## src/rtl/serial_adder_pkg.sv

```systemverilog
// Shared types for the bit-serial adder sequencer.
// State encoding and counter sizing helper.
package serial_adder_pkg;

  typedef enum logic [1:0] {
    IDLE = 2'd0,
    RUN  = 2'd1,
    DONE = 2'd2
  } state_t;

  function automatic int cnt_width(input int w);
    return (w > 2) ? $clog2(w) : 1;
  endfunction

endpackage

```

## src/rtl/fa_from_ha.sv

```systemverilog
// One-bit full adder built from two half adders
// and an OR of their carries.
module half_adder (
  input  logic x,
  input  logic y,
  output logic s,
  output logic c
);
  assign s = x ^ y;
  assign c = x & y;
endmodule

module fa_from_ha (
  input  logic x,
  input  logic y,
  input  logic ci,
  output logic s,
  output logic co
);
  logic s0;
  logic c0;
  logic c1;

  half_adder u_ha0 (
    .x(x),
    .y(y),
    .s(s0),
    .c(c0)
  );

  half_adder u_ha1 (
    .x(s0),
    .y(ci),
    .s(s),
    .c(c1)
  );

  assign co = c0 | c1;
endmodule

```

## src/rtl/serial_adder_ctrl.sv

```systemverilog
// Bit-serial adder: one shared full-adder cell
// processes the operands LSB first.
module serial_adder_ctrl
  import serial_adder_pkg::*;
#(
  parameter int WIDTH = 8
) (
  input  logic             clk,
  input  logic             rst,
  input  logic             start,
  input  logic [WIDTH-1:0] a,
  input  logic [WIDTH-1:0] b,
  input  logic             cin,
  output logic             busy,
  output logic             done,
  output logic [WIDTH-1:0] sum,
  output logic             cout
);
  localparam int CW = cnt_width(WIDTH);
  localparam logic [CW-1:0] LAST = CW'(WIDTH - 1);

  state_t state_q;
  state_t state_d;

  logic [WIDTH-1:0] sa;
  logic [WIDTH-1:0] sb;
  logic [WIDTH-1:0] res;
  logic [WIDTH-1:0] res_next;
  logic             carry;
  logic [CW-1:0]    cnt;
  logic             s_bit;
  logic             c_bit;

  fa_from_ha u_fa (
    .x(sa[0]),
    .y(sb[0]),
    .ci(carry),
    .s(s_bit),
    .co(c_bit)
  );

  assign res_next = {s_bit, res[WIDTH-1:1]};

  always_comb begin
    state_d = state_q;
    case (state_q)
      IDLE: if (start) state_d = RUN;
      RUN:  if (cnt == LAST) state_d = DONE;
      DONE: state_d = IDLE;
      default: state_d = IDLE;
    endcase
  end

  always_ff @(posedge clk) begin
    if (rst) begin
      state_q <= IDLE;
      sa      <= '0;
      sb      <= '0;
      res     <= '0;
      carry   <= 1'b0;
      cnt     <= '0;
      sum     <= '0;
      cout    <= 1'b0;
    end else begin
      state_q <= state_d;
      case (state_q)
        IDLE: begin
          if (start) begin
            sa    <= a;
            sb    <= b;
            carry <= cin;
            cnt   <= '0;
          end
        end
        RUN: begin
          sa    <= sa >> 1;
          sb    <= sb >> 1;
          res   <= res_next;
          carry <= c_bit;
          cnt   <= cnt + 1'b1;
          // result becomes visible only when the last bit lands
          if (cnt == LAST) begin
            sum  <= res_next;
            cout <= c_bit;
          end
        end
        default: ;
      endcase
    end
  end

  assign busy = (state_q == RUN);
  assign done = (state_q == DONE);
endmodule

```

## config.mk

```make
export PLATFORM = sky130hd
export DESIGN_NAME = serial_adder_ctrl
export DESIGN_NICKNAME = d
export VERILOG_FILES = /design/src/rtl/serial_adder_pkg.sv /design/src/rtl/fa_from_ha.sv /design/src/rtl/serial_adder_ctrl.sv
export SDC_FILE = /design/constraint.sdc
export NUM_CORES = 1
export LEC_CHECK = 0
export CAP_MARGIN = 30
export CORE_AREA = 2 2 57 59
export DETAILED_ROUTE_END_ITERATION = 16
export DIE_AREA = 0 0 59 61
export PLACE_DENSITY_LB_ADDON = 0.25
export RECOVER_POWER = 100
export SYNTH_ARGS = -nofsm -noshare
export SYNTH_HDL_FRONTEND = slang
export SYNTH_SLANG_ARGS = --single-unit
```

## constraint.sdc

```tcl
create_clock -name clk -period 1.95 [get_ports clk]
set_input_delay 0.39 -clock clk [delete_from_list [all_inputs] [get_ports clk]]
set_output_delay 0.39 -clock clk [all_outputs]
set_load 0.02 [all_outputs]
```

Yosys cells after proc, flatten, opt, wreduce, memory -nomap -nowiden --
Cells that the tools add are included.
Word-level totals: flip-flop bits (word level) 39, input port bits 20, output and inout port bits 11, logic and storage cells 35
Operators by class: add/subtract/negate cells 1, eq/ne operators 5, mux-type cells 11, bitwise gates (word level) 5, reductions and logical operators 5
Operators with widths (count):
- one-hot mux 8 bit (2 select lines) | 2
- two-way mux 8 bit | 2
- one-hot mux 3 bit (2 select lines) | 1
- AND reduction 2 bit | 3
- two-way mux 2 bit | 2
- one-hot mux 2 bit (2 select lines) | 1
- adder 3 x 1 -> 3 bit (second input constant) | 1
- == test 3 bit (second input constant) | 1
- two-way mux 3 bit | 1
- bitwise AND 1 bit | 2
- == test 2 x 1 -> 1 bit (second input constant) | 1
- == test 2 bit (second input constant) | 1
- logical NOT 2 bit | 1
- inequality test 2 x 1 -> 1 bit (second input constant) | 1
- inequality test 2 bit (second input constant) | 1
- one-hot mux 1 bit (2 select lines) | 1
- nonzero test 2 bit | 1
- bitwise XOR 1 bit | 2
- two-way mux 1 bit | 1
- OR 1 bit | 1

Longest topological paths before layout --
Gate-level depths: netlist of the first run.
depth after elaboration 4, mapped depth 7, mapped depth without buffers 5

Cells and area by module --
A second synthesis of the first run with hierarchy kept.
Second synthesis, totals: cells, all modules 171, area total of the unflattened synthesis 1579.0 um^2
Modules (own cells, without submodules):
- serial_adder_ctrl | times used 1, cells an instance 168, area each 1547.7 um^2, seq. area each 760.7 um^2
- half_adder | times used 2, cells an instance 1, area each 12.5 um^2, seq. area each 0.0 um^2
- fa_from_ha | times used 1, cells an instance 1, area each 6.3 um^2, seq. area each 0.0 um^2

Least setup slack after synthesis of the first run --
No wires, ideal clock.
path kind register -> output, start point register state_q[0], end point output done, arrival 906 ps, required time 1560 ps, slack 654 ps, cell stages (with the launch flop) 4, path buffers 2, cell sequence dfxtp_1 -> buf_2 -> buf_4 -> nor2b_1
On the way: word-level cells in the longest chain between the ends 1
Ends and longest elaborated chain:
- start, declared | line serial_adder_ctrl.sv:22 | state_t state_q;
- start signal, assigned | line serial_adder_ctrl.sv:65 | state_q <= state_d;
- == test 2 bit | line serial_adder_ctrl.sv:93 | assign done = (state_q == DONE);
- end, declared | line serial_adder_ctrl.sv:15 | output logic done,
No other way between the ends.

Worst setup path in the final report of the first run --
start point register state_q[1], end point output busy
On the way: word-level cells in the longest chain between the ends 1
Ends and longest elaborated chain:
- == test 2 x 1 -> 1 bit | line serial_adder_ctrl.sv:92 | assign busy = (state_q == RUN);
- end, declared | line serial_adder_ctrl.sv:14 | output logic busy,
No other way between the ends.

==> results of run 1 <==
## final cells by class
cell class | count | area, sq um | share of cell area
sequential | 38 | 762 | 0.407
multi-input combinational | 116 | 703 | 0.375
timing repair buffer | 33 | 313 | 0.167
clock buffer | 7 | 45.0 | 0.0240
tap | 33 | 41.3 | 0.0220
inverter | 2 | 10.0 | 0.00534
## cells in the mapped netlist (2+ instances only)
cell type  number  share of area
a211oi_1       15          0.072
a21oi_1        16          0.051
mux2i_1        16           0.10
ha_1            2          0.016
buf_6           2          0.014
dfxtp_1        38           0.49
clkbuf_1        2         0.0048
nor2_1         21          0.050
a22oi_1         4          0.019
nand2_1        32          0.077
buf_2           4          0.013
buf_4           4          0.019
## power breakdown
group	switching [mW]	internal [mW]	total (mW)
combinational	0.0849	0.0891	0.174
clock	0.226	0.136	0.362
sequential	0.0221	0.813	0.835
total	0.333	1.04	1.37
## per-layer routing
| metal | global-route usage | vias up |
|---|---|---|
| li1 | - | 638 |
| met1 | 0.196 | 557 |
| met2 | 0.298 | 27 |
| met3 | 0.0384 | 5 |
| met4 | 0.0909 | 0 |
| met5 | 0 | - |
## worst min-delay path by stage
stage / from / end
after floorplan: res[1]$_SDFFE_PP0N_ / sum[0]$_SDFFE_PP0P_
after global placement: sum[6]$_SDFFE_PP0P_ / sum[6]$_SDFFE_PP0P_
after detailed placement: sum[1]$_SDFFE_PP0P_ / sum[1]$_SDFFE_PP0P_
after CTS: sum[1]$_SDFFE_PP0P_ / sum[1]$_SDFFE_PP0P_
after global routing: cout$_SDFFE_PP0P_ / cout$_SDFFE_PP0P_
final: sum[2]$_SDFFE_PP0P_ / sum[2]$_SDFFE_PP0P_
## sequential cells by signal, indices dropped and copies added (netlist names)
signal / count
sb: 8
carry: 1
sum: 8
state_q: 2
cout: 1
sa: 8
res: 7
cnt: 3
## cells by family (layout without fill, tap and decap cells)
family,Yosys count,count (layout),synth area share
DFF,38,38,0.485
adders and majority gates,3,3,0.0287
buffers and inverters,15,42,0.0599
AOI/OAI and AO/OA,38,38,0.168
muxes,16,16,0.102
and+or+nand+nor,59,59,0.156
## per-stage QoR
stage | area, sq um | utilization | power [mW] | instances
4_1_cts | 1890 | 0.641 | 1.39 | 229
2_1_floorplan | 1570 | - | 0.976 | 169
5_1_grt | 1870 | 0.635 | 1.45 | 229
3_5_place_dp | 1850 | 0.626 | 1.03 | 222
6_report | 1870 | 0.635 | 1.37 | 229
3_3_place_gp | 1850 | 0.626 | 1.02 | 222
## worst min-delay path, cell delays in order, from the launching register on
cell	delay, ps
dfxtp_1	320
nand2_1	50
a21oi_1	50
## repair_timing
action,CTS,global route
setup endpoints to repair,1,1
pin swaps,0,0
hold endpoints to repair,0,0
resized for setup,1,2
==> flow_metrics.env, run 1 <==
export IMPL_drt_met1_wl_um=1200
export IMPL_antenna_found_initial=0
export IMPL_routed_wl_um=2760
export IMPL_synth_edf_count=0
export IMPL_drc=0
export IMPL_grt_pass1_wl_um=4630
export IMPL_cts_setup_buffers=0
export IMPL_fin_nets=219
export IMPL_place_ws_ps=195
export IMPL_drive_gt1_frac=0.0714
export IMPL_die_h_um=61
export IMPL_maxCapViolations=0
export IMPL_drt_first_iter_violations=27
export IMPL_gr_usage_all_layers=0.171
export IMPL_met3_wirelength_um=126
export IMPL_n_fill_cell=257
export IMPL_areaGrowthSynthToFinish_pct=19.6
export IMPL_holdWs_ps=455
export IMPL_cts_root_buf="clkbuf_4"
export IMPL_mostFrequentLayoutCells="dfxtp_1, nand2_1, nor2_1"
export IMPL_num_vias=1227
export IMPL_cp_startpoint="state_q[1]$_SDFFE_PP0P_"
export IMPL_cts_made_buffers=5
export IMPL_die_area_sq_mm=0.00360
export IMPL_slowest_delay_ps=360
export IMPL_path_buf_inv=2
export IMPL_worstPathRequired_ps=1560
export IMPL_first_pass_iters=4
export IMPL_setup_viol_count_final=0
export IMPL_synthCells=169
export IMPL_antenna_cells=0
export IMPL_cp_max_fo=11
export IMPL_clkLatencyLatePin_ps=320
export IMPL_worstSetupStartpointType="flop"
export IMPL_ir_drop_mv=0.549
export IMPL_rr_startpoint="state_q[0]$_SDFFE_PP0P_"
export IMPL_grt_pass1_vias=1123
export IMPL_worst_pin_slew_ps=735
export IMPL_holdBufCountCts=0
export IMPL_initial_utilization=0.531
export IMPL_r2r_cells=4
export IMPL_drv_slew=0
export IMPL_synth_seq_cells=38
export IMPL_synthFlopType="dfxtp_1"
export IMPL_cts_tree="done"
export IMPL_syn_nets=192
export IMPL_overflow=0
export IMPL_status="finished clean"
export IMPL_syn_area_per_cell_sq_um=9.28
export IMPL_top_layer="met4"
export IMPL_rsz0062_at_grt="no"
export IMPL_grt_max_degree=39
export IMPL_ant_nets=0
export IMPL_cp_depth=3
export IMPL_htree_levels=2
export IMPL_setup_tns_ps=0
export IMPL_min_delay_path_class="flop to flop"
export IMPL_core_sq_mm=0.00295
export IMPL_slew_headroom=0.510
export IMPL_fin_ws_ps=216
export IMPL_rows=20
export IMPL_wl_per_cell_um=12.0
export IMPL_clk_path_buf_depth=2
export IMPL_leakage_nw=0.733
export IMPL_fin_crit_ps=1730
export IMPL_wl_met2_um=1400
export IMPL_via_per_inst=5.36
export IMPL_yosys_warnings=0
export IMPL_syn_area_sq_mm=0.00157
export IMPL_max_freq_mhz=577
export IMPL_crit_chain="nand2b_1 -> inv_4 -> dlygate4sd2_1"
export IMPL_crit_family="buffers and inverters"
export IMPL_endpoint="busy"
export IMPL_async_flop_share=0
export IMPL_io_pins=31
export IMPL_slowest_stage="dfxtp_2"
export IMPL_cp_data_arrival_time_ps=1340
export IMPL_power_density_mw_per_mm2=731
export IMPL_die_w_um=59
export IMPL_fin_crit_sh=0.889
export IMPL_gp_congestion=0.687
export IMPL_clkSinkCount=38
export IMPL_synth_cell_type_count=25
export IMPL_final_common_cell="dfxtp_1"
export IMPL_rrSetupSlack_ps=250
export IMPL_hpwl_um=1980
export IMPL_hold_viol_final=0
export IMPL_end_kind="output port"
export IMPL_path_clk_slew_ps=100
export IMPL_timing_rr_end="sa[6]$_SDFFE_PP0P_"
export IMPL_port_buffers=30
export IMPL_skew_ps=5.55
export IMPL_seq_area_frac_synth=0.485
export IMPL_path_class="flop to output port"
export IMPL_min_path_cells=2
Note: power is estimated with default switching activity, not from simulation.
==> run 2: changes to the inputs <==
Clock period 1.95 ns to 2.16 ns, I/O delays scaled along.
==> run 2 against run 1 <==
Effect of this change: global-route usage did not move; worst hold slack got worse by 1.1 ps; highest routed layer unchanged; non-clock buffer count did not move.
==> flow_metrics.env, run 2 (same netlist as run 1, synthesis figures left out) <==
export IMPL_placed_cell_area_sq_mm=0.00185
export IMPL_core_sq_mm=0.00295
export IMPL_port_buffers=30
export IMPL_final_core_util=0.632
export IMPL_rows=20
export IMPL_drt_first_iter_violations=27
export IMPL_clkLatencyLatePin_ps=320
export IMPL_clk_path_buf_depth=2
export IMPL_grt_pass1_vias=1118
export IMPL_mostFrequentLayoutCells="dfxtp_1, nand2_1, nor2_1"
export IMPL_grt_pass1_wl_um=4640
export IMPL_status="finished clean"
export IMPL_maxCapViolations=0
export IMPL_worst_pin_slew_ps=611
export IMPL_die_w_um=59
export IMPL_cts_root_buf="clkbuf_4"
export IMPL_holdWs_ps=454
export IMPL_leakage_nw=0.722
export IMPL_overflow=0
export IMPL_die_area_sq_mm=0.00360
export IMPL_fin_crit_ps=1960
export IMPL_setup_tns_ps=0
export IMPL_total_power_mw=1.24
export IMPL_hold_viol_final=0
export IMPL_hpwl_um=1980
export IMPL_min_delay_path_class="flop to flop"
export IMPL_skew_ps=5.05
export IMPL_max_freq_mhz=510
export IMPL_stdcell_count=229
export IMPL_htree_levels=2
export IMPL_final_cell_area_sq_mm=0.00187
export IMPL_gp_congestion=0.687
export IMPL_path_class="flop to output port"
export IMPL_cts_made_buffers=5
export IMPL_fin_ws_ps=198
export IMPL_num_vias=1223
export IMPL_cts_tree="done"
export IMPL_largestRegisters="sa: 8 flops, sb: 8 flops, sum: 8 flops"
export IMPL_fin_nets=219
export IMPL_final_common_cell="dfxtp_1"
export IMPL_gr_usage_all_layers=0.171
export IMPL_io_pins=31
export IMPL_wl_per_cell_um=12.1
export IMPL_cp_max_fo=8
export IMPL_rsz0062_at_grt="no"
export IMPL_ir_drop_mv=0.496
export IMPL_clkSinkCount=38
export IMPL_cp_data_arrival_time_ps=1530
export IMPL_ant_nets=0
export IMPL_routed_wl_um=2770
export IMPL_setup_viol_count_final=0
export IMPL_path_clk_slew_ps=100
export IMPL_areaGrowthSynthToFinish_pct=19.1
export IMPL_end_kind="output port"
export IMPL_grt_max_degree=39
export IMPL_worstSetupStartpointType="flop"
export IMPL_drv_slew=0
export IMPL_dp_cells=222
export IMPL_drive_gt1_frac=0.0561
export IMPL_antenna_cells=0
export IMPL_via_per_inst=5.34
export IMPL_initial_utilization=0.531
export IMPL_die_h_um=61
export IMPL_power_density_mw_per_mm2=662
export IMPL_first_pass_iters=4
export IMPL_drc=0
export IMPL_fin_crit_sh=0.908
export IMPL_slew_headroom=0.593
export IMPL_holdBufCountCts=0
export IMPL_place_ws_ps=363
export IMPL_worstPathRequired_ps=1730
export IMPL_antenna_found_initial=0
[run 2: final cells by class]
cell class              count  area [sq um]
clock buffers               7          45.0
well taps                  33          41.3
repair buffers             33           310
inverters                   2          10.0
multi-input cells         116           699
fillers                   262          1090
flip-flops and latches     38           761
[run 2: metal layers]
layer / wire length (um) / share of wire / track usage
met1: 1230 / 0.45 / 0.200
met2: 1380 / 0.50 / 0.294
met3: 123 / 0.044 / 0.0384
met4: 38 / 0.014 / 0.0909
met5: 0 / 0 / 0
[run 2: critical path, stage by stage, from the launching register on]
cell and delay (ps):
dfxtp_1 430, nor2b_1 170, clkdlybuf4s50_1 610
[run 2: timing repair]
| action | 4_1_cts | 5_1_grt |
|---|---|---|
| resized for setup | 0 | 1 |
| buffers inserted | 0 | 0 |
| setup endpoints to repair | 0 | 1 |
[run 2: path summary, 6_finish.rpt]
| kind | from | end | slack, ps | cells after the start |
|---|---|---|---|---|
| hold reg to reg | sum[1]$_SDFFE_PP0P_ | sum[1]$_SDFFE_PP0P_ | 450 | 2 |
| hold / removal | sum[1]$_SDFFE_PP0P_ | sum[1]$_SDFFE_PP0P_ | 450 | 2 |
| setup / recovery | state_q[1]$_SDFFE_PP0P_ | done | 200 | 2 |
| setup reg to reg | state_q[0]$_SDFFE_PP0P_ | sa[6]$_SDFFE_PP0P_ | 240 | 4 |
[run 2: power by group]
part	internal, mW	total, mW	switching [mW]
clock network	0.123	0.327	0.204
logic	0.0787	0.156	0.0769
registers	0.734	0.754	0.0200
total	0.935	1.24	0.301
==> run 3: changes to the inputs <==
Settings changed: ABC_AREA set to 1, CORE_AREA 2 2 57 59 to 2 2 59 61, DIE_AREA 0 0 59 61 to 0 0 61 63.
==> run 3 against run 2 <==
Effect of this change: synthesized cell count grew 53%; highest routed layer unchanged; largest power group unchanged; clock skew is 0.83 ps lower; power up 11%; critical path type unchanged; clock power increased by 18%; cell area is 11% higher; cell count increased by 47%.
==> flow_metrics.env, run 3 <==
export IMPL_grt_pass1_vias=1195
export IMPL_antenna_cells=0
export IMPL_yosys_warnings=0
export IMPL_cp_data_arrival_time_ps=1620
export IMPL_slowest_delay_ps=680
export IMPL_areaGrowthSynthToFinish_pct=21.3
export IMPL_path_clk_slew_ps=110
export IMPL_synth_seq_cells=38
export IMPL_cp_max_fo=4
export IMPL_synth_edf_count=0
export IMPL_port_buffers=30
export IMPL_status="finished clean"
export IMPL_syn_nets=282
export IMPL_end_kind="output port"
export IMPL_min_delay_path_class="flop to flop"
export IMPL_seq_area_frac_synth=0.446
export IMPL_clkLatencyLatePin_ps=340
export IMPL_worstSetupStartpointType="flop"
export IMPL_synth_largest_area_cell="dfxtp_1"
export IMPL_syn_area_per_cell_sq_um=6.58
export IMPL_fin_crit_ps=2050
export IMPL_synth_cell_type_count=17
export IMPL_skew_ps=4.23
export IMPL_path_class="flop to output port"
export IMPL_placed_cell_area_sq_mm=0.00203
export IMPL_drt_first_iter_violations=91
export IMPL_power_density_mw_per_mm2=662
export IMPL_place_ws_ps=330
export IMPL_worstPathRequired_ps=1730
export IMPL_async_flop_share=0
export IMPL_ir_drop_mv=0.349
export IMPL_crit_chain="inv_1 -> nor2_1 -> dlygate4sd3_1"
export IMPL_p_int_uw=997
export IMPL_wl_per_cell_um=9.20
export IMPL_initial_utilization=0.528
export IMPL_grt_max_degree=31
export IMPL_clk_path_buf_depth=2
export IMPL_htree_levels=2
export IMPL_die_h_um=63
export IMPL_clkSinkCount=38
export IMPL_clock_power_share=0.283
export IMPL_stdcell_count=337
export IMPL_cts_setup_buffers=0
export IMPL_cts_root_buf="clkbuf_4"
export IMPL_hpwl_um=2120
export IMPL_switching_power_uw=372
export IMPL_max_freq_mhz=487
export IMPL_final_common_cell="nand2_1"
export IMPL_cts_made_buffers=5
export IMPL_overflow=0
export IMPL_n_fill_cell=300
export IMPL_drive_gt1_frac=0.0412
export IMPL_maxCapViolations=0
export IMPL_yosys_cell_count_top_type="nand2_1"
export IMPL_setup_viol_count_final=0
export IMPL_leakage_nw=1.03
export IMPL_largestRegisters="sa: 8 flops, sb: 8 flops, sum: 8 flops"
export IMPL_die_area_sq_mm=0.00384
export IMPL_rrSetupSlack_ps=280
export IMPL_first_pass_iters=4
export IMPL_routed_wl_um=3100
export IMPL_num_vias=1499
export IMPL_via_per_inst=4.45
export IMPL_rows=21
export IMPL_slew_headroom=0.438
export IMPL_rsz0062_at_grt="no"
export IMPL_ant_nets=0
export IMPL_synthCells=259
export IMPL_synth_common_cells="nand2_1, nor2_1, dfxtp_1, inv_1"
export IMPL_setup_tns_ps=0
export IMPL_sw_frac_of_total=0.272
export IMPL_final_core_util=0.640
export IMPL_post_cts_resized=0
export IMPL_gr_usage_all_layers=0.178
export IMPL_synthFlopType="dfxtp_1"
export IMPL_dp_cells=329
export IMPL_hold_viol_final=0
export IMPL_core_sq_mm=0.00323
export IMPL_gp_congestion=0.740
export IMPL_slowest_stage="dlygate4sd3_1"
export IMPL_fin_ws_ps=108
export IMPL_grt_pass1_wl_um=5150
export IMPL_yosysTopAreaCellShare=0.446
export IMPL_mostFrequentLayoutCells="nand2_1, nor2_1, dfxtp_1"
export IMPL_cts_tree="done"
export IMPL_syn_area_sq_mm=0.00171
export IMPL_drv_slew=0
export IMPL_fin_nets=313
export IMPL_holdBufCountCts=0
export IMPL_final_cell_area_sq_mm=0.00207
export IMPL_ys_top_cells_by_area="dfxtp_1, nand2_1, nor2_1, inv_1, nand3_1"
export IMPL_power_frac_comb=0.158
export IMPL_io_pins=31
export IMPL_seqPwrFrac=0.559
export IMPL_antenna_found_initial=0
export IMPL_drc=0
export IMPL_die_w_um=61
export IMPL_worst_pin_slew_ps=843
export IMPL_fin_crit_sh=0.950
## run 3: cell count changes in the layout (fill, tap and decap cells not counted), sizes merged, moves of 2 or more
cell           delta
o21ai             +9
inv              +22
a211oi           -16
a21oi            -12
buf               +3
nand3             +9
a22oi             -4
mux2i            -16
nand2            +56
clkdlybuf4s50     -2
nor2             +50
dlygate4sd3       +3
## run 3: worst paths after layout
check	startpoint	end	cells past startpoint
max	state_q[1]$_SDFFE_PP0P_	done	3
min	res[7]$_SDFFE_PP0N_	sum[6]$_SDFFE_PP0P_	2
max reg2reg	state_q[0]$_SDFFE_PP0P_	sum[4]$_SDFFE_PP0P_	7
min reg2reg	res[7]$_SDFFE_PP0N_	sum[6]$_SDFFE_PP0P_	2
## run 3: cell type report
| type | instances | area (sq um) | share of cell area |
|---|---|---|---|
| repair buffers | 36 | 338 | 0.163 |
| inverters | 24 | 90.1 | 0.0436 |
| clock buffers | 7 | 55.1 | 0.0266 |
| clock inverters | 1 | 5.00 | 0.00242 |
| flip-flops and latches | 38 | 761 | 0.368 |
| well taps | 46 | 57.6 | 0.0278 |
| multi-input cells | 185 | 762 | 0.368 |
## run 3: power groups by stage
stage                     Combinational [mW]  Sequential [mW]  Clock, mW
after floorplan                        0.159            0.777          0
after global placement                 0.218            0.780          0
after detailed placement               0.222            0.782          0
after CTS                              0.223            0.766      0.392
after global routing                   0.251            0.771      0.425
final                                  0.217            0.766      0.387
## run 3: logic make-up after synthesis
| group | count (synthesis) | share of synthesized area |
|---|---|---|
| adders and majority gates | 3 | 0.0264 |
| DFF | 38 | 0.446 |
| AOI/OAI and AO/OA | 14 | 0.0426 |
| buffers and inverters | 36 | 0.0998 |
| and+or+nand+nor | 168 | 0.385 |
## run 3: worst max-delay path: cells and delay by family (launching register included)
kind	cells	cell delay, ps
buf+inv	2	790
flops	1	420
simple gates	1	80
## run 3: layer usage
metal  up-vias  GRT usage  wire [um]
met3         4     0.0497        117
met2        29      0.290       1490
met4         0     0.0734         33
met1       635      0.213       1460
li1        831          -          -
met5         -          0          0
## run 3: through the flow
stage | total power, mW | hold WS (ps)
CTS | 1.38 | 466
global placement | 0.998 | 448
finish | 1.37 | 467
global route | 1.45 | 489
detailed placement | 1.00 | 448
floorplan | 0.936 | 434
